===== config.mk =====
export PLATFORM = sky130hd
export DESIGN_NAME = training_sample_fetcher
export DESIGN_NICKNAME = d
export VERILOG_FILES = /design/src/rtl/knn_pkg.sv /design/src/rtl/sample_addr_gen.sv /design/src/rtl/training_sample_fetcher.sv
export SDC_FILE = /design/constraint.sdc
export NUM_CORES = 1
export LEC_CHECK = 0
export ABC_AREA = 1
export BUFFER_PORTS_ARGS = -buffer_cell sky130_fd_sc_hd__buf_4
export CAP_MARGIN = 0
export CORE_MARGIN = 5
export CORE_UTILIZATION = 35
export CTS_BUF_LIST = sky130_fd_sc_hd__clkbuf_4 sky130_fd_sc_hd__clkbuf_8
export CTS_CLUSTER_DIAMETER = 30
export DETAILED_ROUTE_END_ITERATION = 8
export GPL_ROUTABILITY_DRIVEN = 0
export PLACE_DENSITY_LB_ADDON = 0.05
export SYNTH_ARGS = -nofsm -noshare
export SYNTH_HDL_FRONTEND = slang
export SYNTH_SLANG_ARGS = --single-unit

===== constraint.sdc =====
create_clock -name clk -period 4.6 [get_ports clk]
set_input_delay 0.23 -clock clk [delete_from_list [all_inputs] [get_ports clk]]
set_output_delay 0.23 -clock clk [all_outputs]
set_load 0.01 [all_outputs]

===== src/rtl/knn_pkg.sv =====
// Shared definitions for the k-NN training sample fetcher: fetch-state encoding
// and the per-sample memory layout (words per sample).
package knn_pkg;

  localparam logic [1:0] FS_IDLE  = 2'd0;
  localparam logic [1:0] FS_FETCH = 2'd1;
  localparam logic [1:0] FS_DRAIN = 2'd2;
  localparam logic [1:0] FS_DONE  = 2'd3;

  typedef enum logic [1:0] {
    IDLE  = FS_IDLE,
    FETCH = FS_FETCH,
    DRAIN = FS_DRAIN,
    DONE  = FS_DONE
  } fetch_state_t;

  // Words per sample: M*N pixel words followed by one label word.
  function automatic int knn_wps(input int m, input int n);
    return m * n + 1;
  endfunction

endpackage


===== src/rtl/sample_addr_gen.sv =====
// Sample index and word counter for the fetcher; produces the memory word
// address base + word, with base = sample_idx * words-per-sample.
module sample_addr_gen
  import knn_pkg::*;
#(
  parameter int M            = 2,
  parameter int N            = 2,
  parameter int MAX_ELEMENTS = 3,
  parameter int ADDR_W       = 8,
  parameter bit WRAP         = 1'b0,
  parameter int CNT_W        = $clog2(knn_wps(M, N) + 1)
) (
  input  logic              clk,
  input  logic              rst,
  input  logic              clear,
  input  logic              word_inc,
  input  logic              sample_inc,
  output logic [CNT_W-1:0]  word_cnt,
  output logic [ADDR_W-1:0] addr,
  output logic              reach_max
);

  localparam int WPS   = knn_wps(M, N);
  localparam int IDX_W = $clog2(MAX_ELEMENTS + 1);

  logic [IDX_W-1:0]  sample_idx;
  logic [ADDR_W-1:0] base;

  // High when the next increment brings the index to MAX_ELEMENTS.
  assign reach_max = (sample_idx == IDX_W'(MAX_ELEMENTS - 1));
  assign base      = ADDR_W'(sample_idx) * ADDR_W'(WPS);
  assign addr      = base + ADDR_W'(word_cnt);

  always_ff @(posedge clk) begin
    if (rst || clear) begin
      sample_idx <= '0;
      word_cnt   <= '0;
    end else if (sample_inc) begin
      word_cnt <= '0;
      if (reach_max && WRAP) sample_idx <= '0;
      else                   sample_idx <= sample_idx + 1'b1;
    end else if (word_inc) begin
      word_cnt <= word_cnt + 1'b1;
    end
  end

endmodule


===== src/rtl/training_sample_fetcher.sv =====
// Fetches one M x N training sample plus its label from a 1-cycle-latency memory
// per request. Define SAMPLE_WRAP_EN to wrap the sample index instead of latching all_read.
module training_sample_fetcher
  import knn_pkg::*;
#(
  parameter int M            = 2,
  parameter int N            = 2,
  parameter int W            = 8,
  parameter int TYPE_W       = 2,
  parameter int MAX_ELEMENTS = 3,
  parameter int ADDR_W       = 8
) (
  input  logic                clk,
  input  logic                rst,
  input  logic                start,
  input  logic                data_request,
  output logic                mem_rd_en,
  output logic [ADDR_W-1:0]   mem_addr,
  input  logic [W-1:0]        mem_rdata,
  output logic [W*M*N-1:0]    training_data,
  output logic [TYPE_W-1:0]   training_data_type,
  output logic                read_done,
  output logic                all_read,
  output logic                busy
);

  localparam int WPS   = knn_wps(M, N);
  localparam int PIX   = M * N;
  localparam int CNT_W = $clog2(WPS + 1);
  localparam logic [CNT_W-1:0] WPS_C  = CNT_W'(WPS);
  localparam logic [CNT_W-1:0] LAST_C = CNT_W'(WPS - 1);
`ifdef SAMPLE_WRAP_EN
  localparam bit WRAP = 1'b1;
`else
  localparam bit WRAP = 1'b0;
`endif

  if (longint'(MAX_ELEMENTS) * longint'(WPS) > (longint'(1) << ADDR_W)) begin : g_addr_range_check
    $error("training_sample_fetcher: MAX_ELEMENTS*WPS exceeds the ADDR_W address space");
  end

  fetch_state_t      state, state_nxt;
  logic              issue, sample_done, last_capture, reach_max;
  logic              cap_v;
  logic [CNT_W-1:0]  word_cnt, issue_idx, cap_idx;
  logic [ADDR_W-1:0] addr_nxt;

  sample_addr_gen #(
    .M(M), .N(N), .MAX_ELEMENTS(MAX_ELEMENTS), .ADDR_W(ADDR_W), .WRAP(WRAP), .CNT_W(CNT_W)
  ) u_addr_gen (
    .clk(clk), .rst(rst), .clear(start), .word_inc(issue), .sample_inc(sample_done),
    .word_cnt(word_cnt), .addr(addr_nxt), .reach_max(reach_max)
  );

  // Request handshake: data_request is a level sampled only in IDLE while
  // all_read is low (or wrapping); it is never queued. read_done is a one-cycle
  // pulse marking training_data/training_data_type valid. start always wins.
  assign last_capture = cap_v && (cap_idx == LAST_C);
  assign busy         = (state != IDLE);

  always_ff @(posedge clk) begin
    if (rst) state <= IDLE;
    else     state <= state_nxt;
  end

  always_comb begin
    state_nxt   = state;
    issue       = 1'b0;
    sample_done = 1'b0;
    case (state)
      IDLE: begin
        if (data_request && (WRAP || !all_read)) begin
          issue     = 1'b1;
          state_nxt = FETCH;
        end
      end
      FETCH: begin
        if (word_cnt < WPS_C) issue = 1'b1;
        else                  state_nxt = DRAIN;
      end
      DRAIN: if (last_capture) state_nxt = DONE;
      DONE: begin
        sample_done = 1'b1;
        state_nxt   = IDLE;
      end
      default: state_nxt = IDLE;
    endcase
    if (start) begin
      state_nxt   = IDLE;
      issue       = 1'b0;
      sample_done = 1'b0;
    end
  end

  // Word j issued at edge t is sampled by memory at t+1 and captured here at t+2.
  always_ff @(posedge clk) begin
    if (rst) begin
      mem_rd_en          <= 1'b0;
      mem_addr           <= '0;
      issue_idx          <= '0;
      cap_v              <= 1'b0;
      cap_idx            <= '0;
      training_data      <= '0;
      training_data_type <= '0;
      read_done          <= 1'b0;
      all_read           <= 1'b0;
    end else begin
      mem_rd_en <= issue;
      if (issue) begin
        mem_addr  <= addr_nxt;
        issue_idx <= word_cnt;
      end
      cap_v     <= mem_rd_en && !start;
      cap_idx   <= issue_idx;
      read_done <= last_capture && !start;
      if (cap_v && !start) begin
        for (int k = 0; k < PIX; k++) begin
          if (cap_idx == CNT_W'(k)) training_data[k*W +: W] <= mem_rdata;
        end
        if (cap_idx == LAST_C) training_data_type <= mem_rdata[TYPE_W-1:0];
      end
      if (start)                         all_read <= 1'b0;
      else if (sample_done && reach_max) all_read <= 1'b1;
      else if (WRAP)                     all_read <= 1'b0;
    end
  end

endmodule


==> out/metrics.csv <==
stage,metric,value,unit
setup_path,CP Data Arrival Time,1.93,ns
die,# rows,29,
synth,cell count after synthesis,294,
routing,Vias/cell,4.598,
setup_path,Crit Path Category,reg -> reg,
die,die width,91.28,um
synth,Yosys cell types,22,
timing,Pins Over Slew Limit,0,
power,Max IR drop VDD,0.1258,mV
routing,DR vias,1945,
clocking,H-Tree Level Count,2,
timing,Final Hold Slack,0.1933,ns
setup_path,CP required,4.81,ns
global_routing,total track usage,0.1319,
power,Leak,1.273,nW
die,Initial Util,0.3621,
clocking,clk root buf,clkbuf_8,
flow_run,max_cap viols,0,
timing,Fin. Hold Viols,0,
timing,final clock skew,0.005889,ns
global_routing,number of global-route vias before repair,1807,
die,num ports,58,
global_routing,total global routing overflow,0,
clocking,Worst-Skew Late Latency,0.32,ns
setup_path,endpoint kind of the worst setup timing path,register,
global_routing,initial antenna violation count,0,
clocking,Post-CTS Setup Repair Bufs,0,
final_layout,share of layout cells above drive strength 1,0.1994,
routing,antenna-violating nets left,0,
synth,synth warn,0,
power,Tot Pwr,0.0009316,W
hold_path,worst min-delay path class,in -> reg,
power,PD cells,325.7,nW/um^2
global_routing,first-pass GRT wire length,8997,um
timing,ratio of final minimum period to clock period,0.3735,
die,die height,91.28,um
synth,number of synthesized register bits,56,
clocking,clk sinks,56,
synth,Yosys top cell area share,0.4848,
timing,headroom to the max-slew limit,0.5211,
synth,Mapped Area,2312,um^2
setup_path,CP peak stage delay,0.37,ns
clocking,PostCTS Resize Cnt,0,
placed_design,cell count after placement,415,
synth,main area contributors after synthesis,"dfxtp_1 (48%), nor2_1 (11%), ha_1 (6.5%)",
setup_path,crit-path max FO,5,
timing,setup TNS,0,ns
final_layout,Final Util,0.4479,
final_layout,antenna cells,0,
routing,drt pass-1 iters,4,
clocking,Post-CTS Hold Buffers,0,
die,Core Area,6386,um^2
routing,final WL,5561,um
final_layout,most frequent cells in the layout,"nor2_1 (65), dfxtp_1 (56), buf_4 (54)",
global_routing,largest net degree at the start of global routing,30,
setup_path,cell mode on critical path,ha_1,
final_layout,Syn-to-layout area delta,23.70,%
synth,synthesized area per cell,7.865,um^2
routing,WL/cell,13.15,um
setup_path,"Slowest-stage cell, CP",fa_1,
routing,initial DRC count,76,
timing,final critical-path required period,1.718,ns
final_layout,Nets,370,
synth,"area leader, netlist",dfxtp_1,
final_layout,"most common cell after layout, fill and taps aside",nor2_1,
die,die area,8332,um^2
clocking,TritonCTS clock tree,done,
synth,register area share after synthesis,0.4848,
clocking,clock slew at reported path FFs,0.10,ns
setup_path,worst-path cell chain,"ha_1, ha_1, inv_1, fa_1, xor2_1, nand3_1, nand2_1, nor2_1",
placed_design,Final HPWL DP,4076,um
timing,unrepaired setup endpoints after global routing,no,
status,status,"complete, no violations",
timing,f_max,582.0,MHz
clocking,clock buffer count from CTS,5,
clocking,worst-case clock buffer depth,2,
setup_path,CP Launch Type,register,
timing,slew at the pin closest to its max-slew limit,0.7175,ns
routing,post-route DRC violation count,0,
timing,Setup-failing EPs final,0,
final_layout,Finished Layout Cells,423,
placed_design,port buffer count,54,
[synthesized netlist by cell type]
cell type  count
a21oi_1       23
buf_4          6
buf_6          2
clkbuf_1       4
clkinv_2       1
conb_1         1
dfxtp_1       56
fa_1           1
ha_1          12
inv_1         26
inv_2          2
nand2_1       35
nand2_2        2
nand3_1       19
nand3_2        1
nand3_4        1
nand3b_1       2
nand4_1        1
nor2_1        65
o21ai_0       28
o21ai_1        4
xor2_1         2
[per-stage QoR]
| stage | instance area (um^2) | setup WS (ns) |
|---|---|---|
| finish | 2860 | 2.882 |
| global route | 2860 | 2.726 |
| CTS | 2860 | 2.885 |
| detailed placement | 2739 | 2.904 |
| global placement | 2739 | 2.935 |
| floorplan | 2320 | 3.019 |
[report_power, final]
group	switching (W)	internal [W]	total [W]
Clock	0.000164	0.000178	0.000343
Sequential	0.00000704	0.000495	0.000503
Combinational	0.0000558	0.0000306	0.0000864
Total	0.000227	0.000704	0.000932
[registers in the layout (all words and copies together) (netlist names)]
signal                 cells
training_data             32
cap_v                      1
u_addr_gen.word_cnt        3
u_addr_gen.sample_idx      2
mem_addr                   5
training_data_type         2
mem_rd_en                  1
cap_idx                    3
issue_idx                  3
state                      2
all_read                   1
read_done                  1
[critical path, delay by kind of cell, from the launching register on]
| family | cells | cell delay, ns |
|---|---|---|
| xor gates and xnor gates | 1 | 0.17 |
| adders and majority gates | 3 | 0.82 |
| buffers and inverters | 1 | 0.05 |
| DFF | 1 | 0.36 |
| and+or+nand+nor | 3 | 0.22 |
[metal layers]
layer | share of wire | GRT usage | wire length (um) | vias up
li1 | - | - | - | 1034
met1 | 0.52 | 0.1940 | 2876 | 850
met2 | 0.40 | 0.1785 | 2229 | 54
met3 | 0.066 | 0.04380 | 368 | 7
met4 | 0.016 | 0.04523 | 87 | 0
met5 | 0 | 0 | 0 | -
[cell type report]
class                   count  area (um^2)
fillers                   684         3526
flip-flops and latches     56         1121
multi-input cells         199         1006
repair buffers             54        405.4
inverters                  29        110.1
well taps                  77        96.34
clock buffers               6        82.58
clock inverters             2        38.79
[path summary, 6_finish.rpt]
path	from	endpoint	slack, ns	depth (start not counted)
max	u_addr_gen.word_cnt[1]	mem_addr[3]	2.88	8
min	mem_rdata[7]	training_data[31]	0.19	3
max reg2reg	u_addr_gen.word_cnt[1]	mem_addr[3]	2.88	8
min reg2reg	issue_idx[1]	cap_idx[1]	0.43	2
[logic make-up (layout without fill, tap and decap cells)]
logic type / after synthesis / count (layout) / share of synthesized area
AND/OR/NAND/NOR: 126 / 126 / 0.2300
flip-flops: 56 / 56 / 0.4849
AO/OA/AOI/OAI: 55 / 55 / 0.1190
buffers and inverters: 41 / 91 / 0.08333
adder cells (fa/ha/maj): 13 / 13 / 0.07359
XOR/XNOR: 2 / 2 / 0.007577
other: 1 / 3 / 0.001622
No activity file was read; power rests on OpenSTA's default activity.
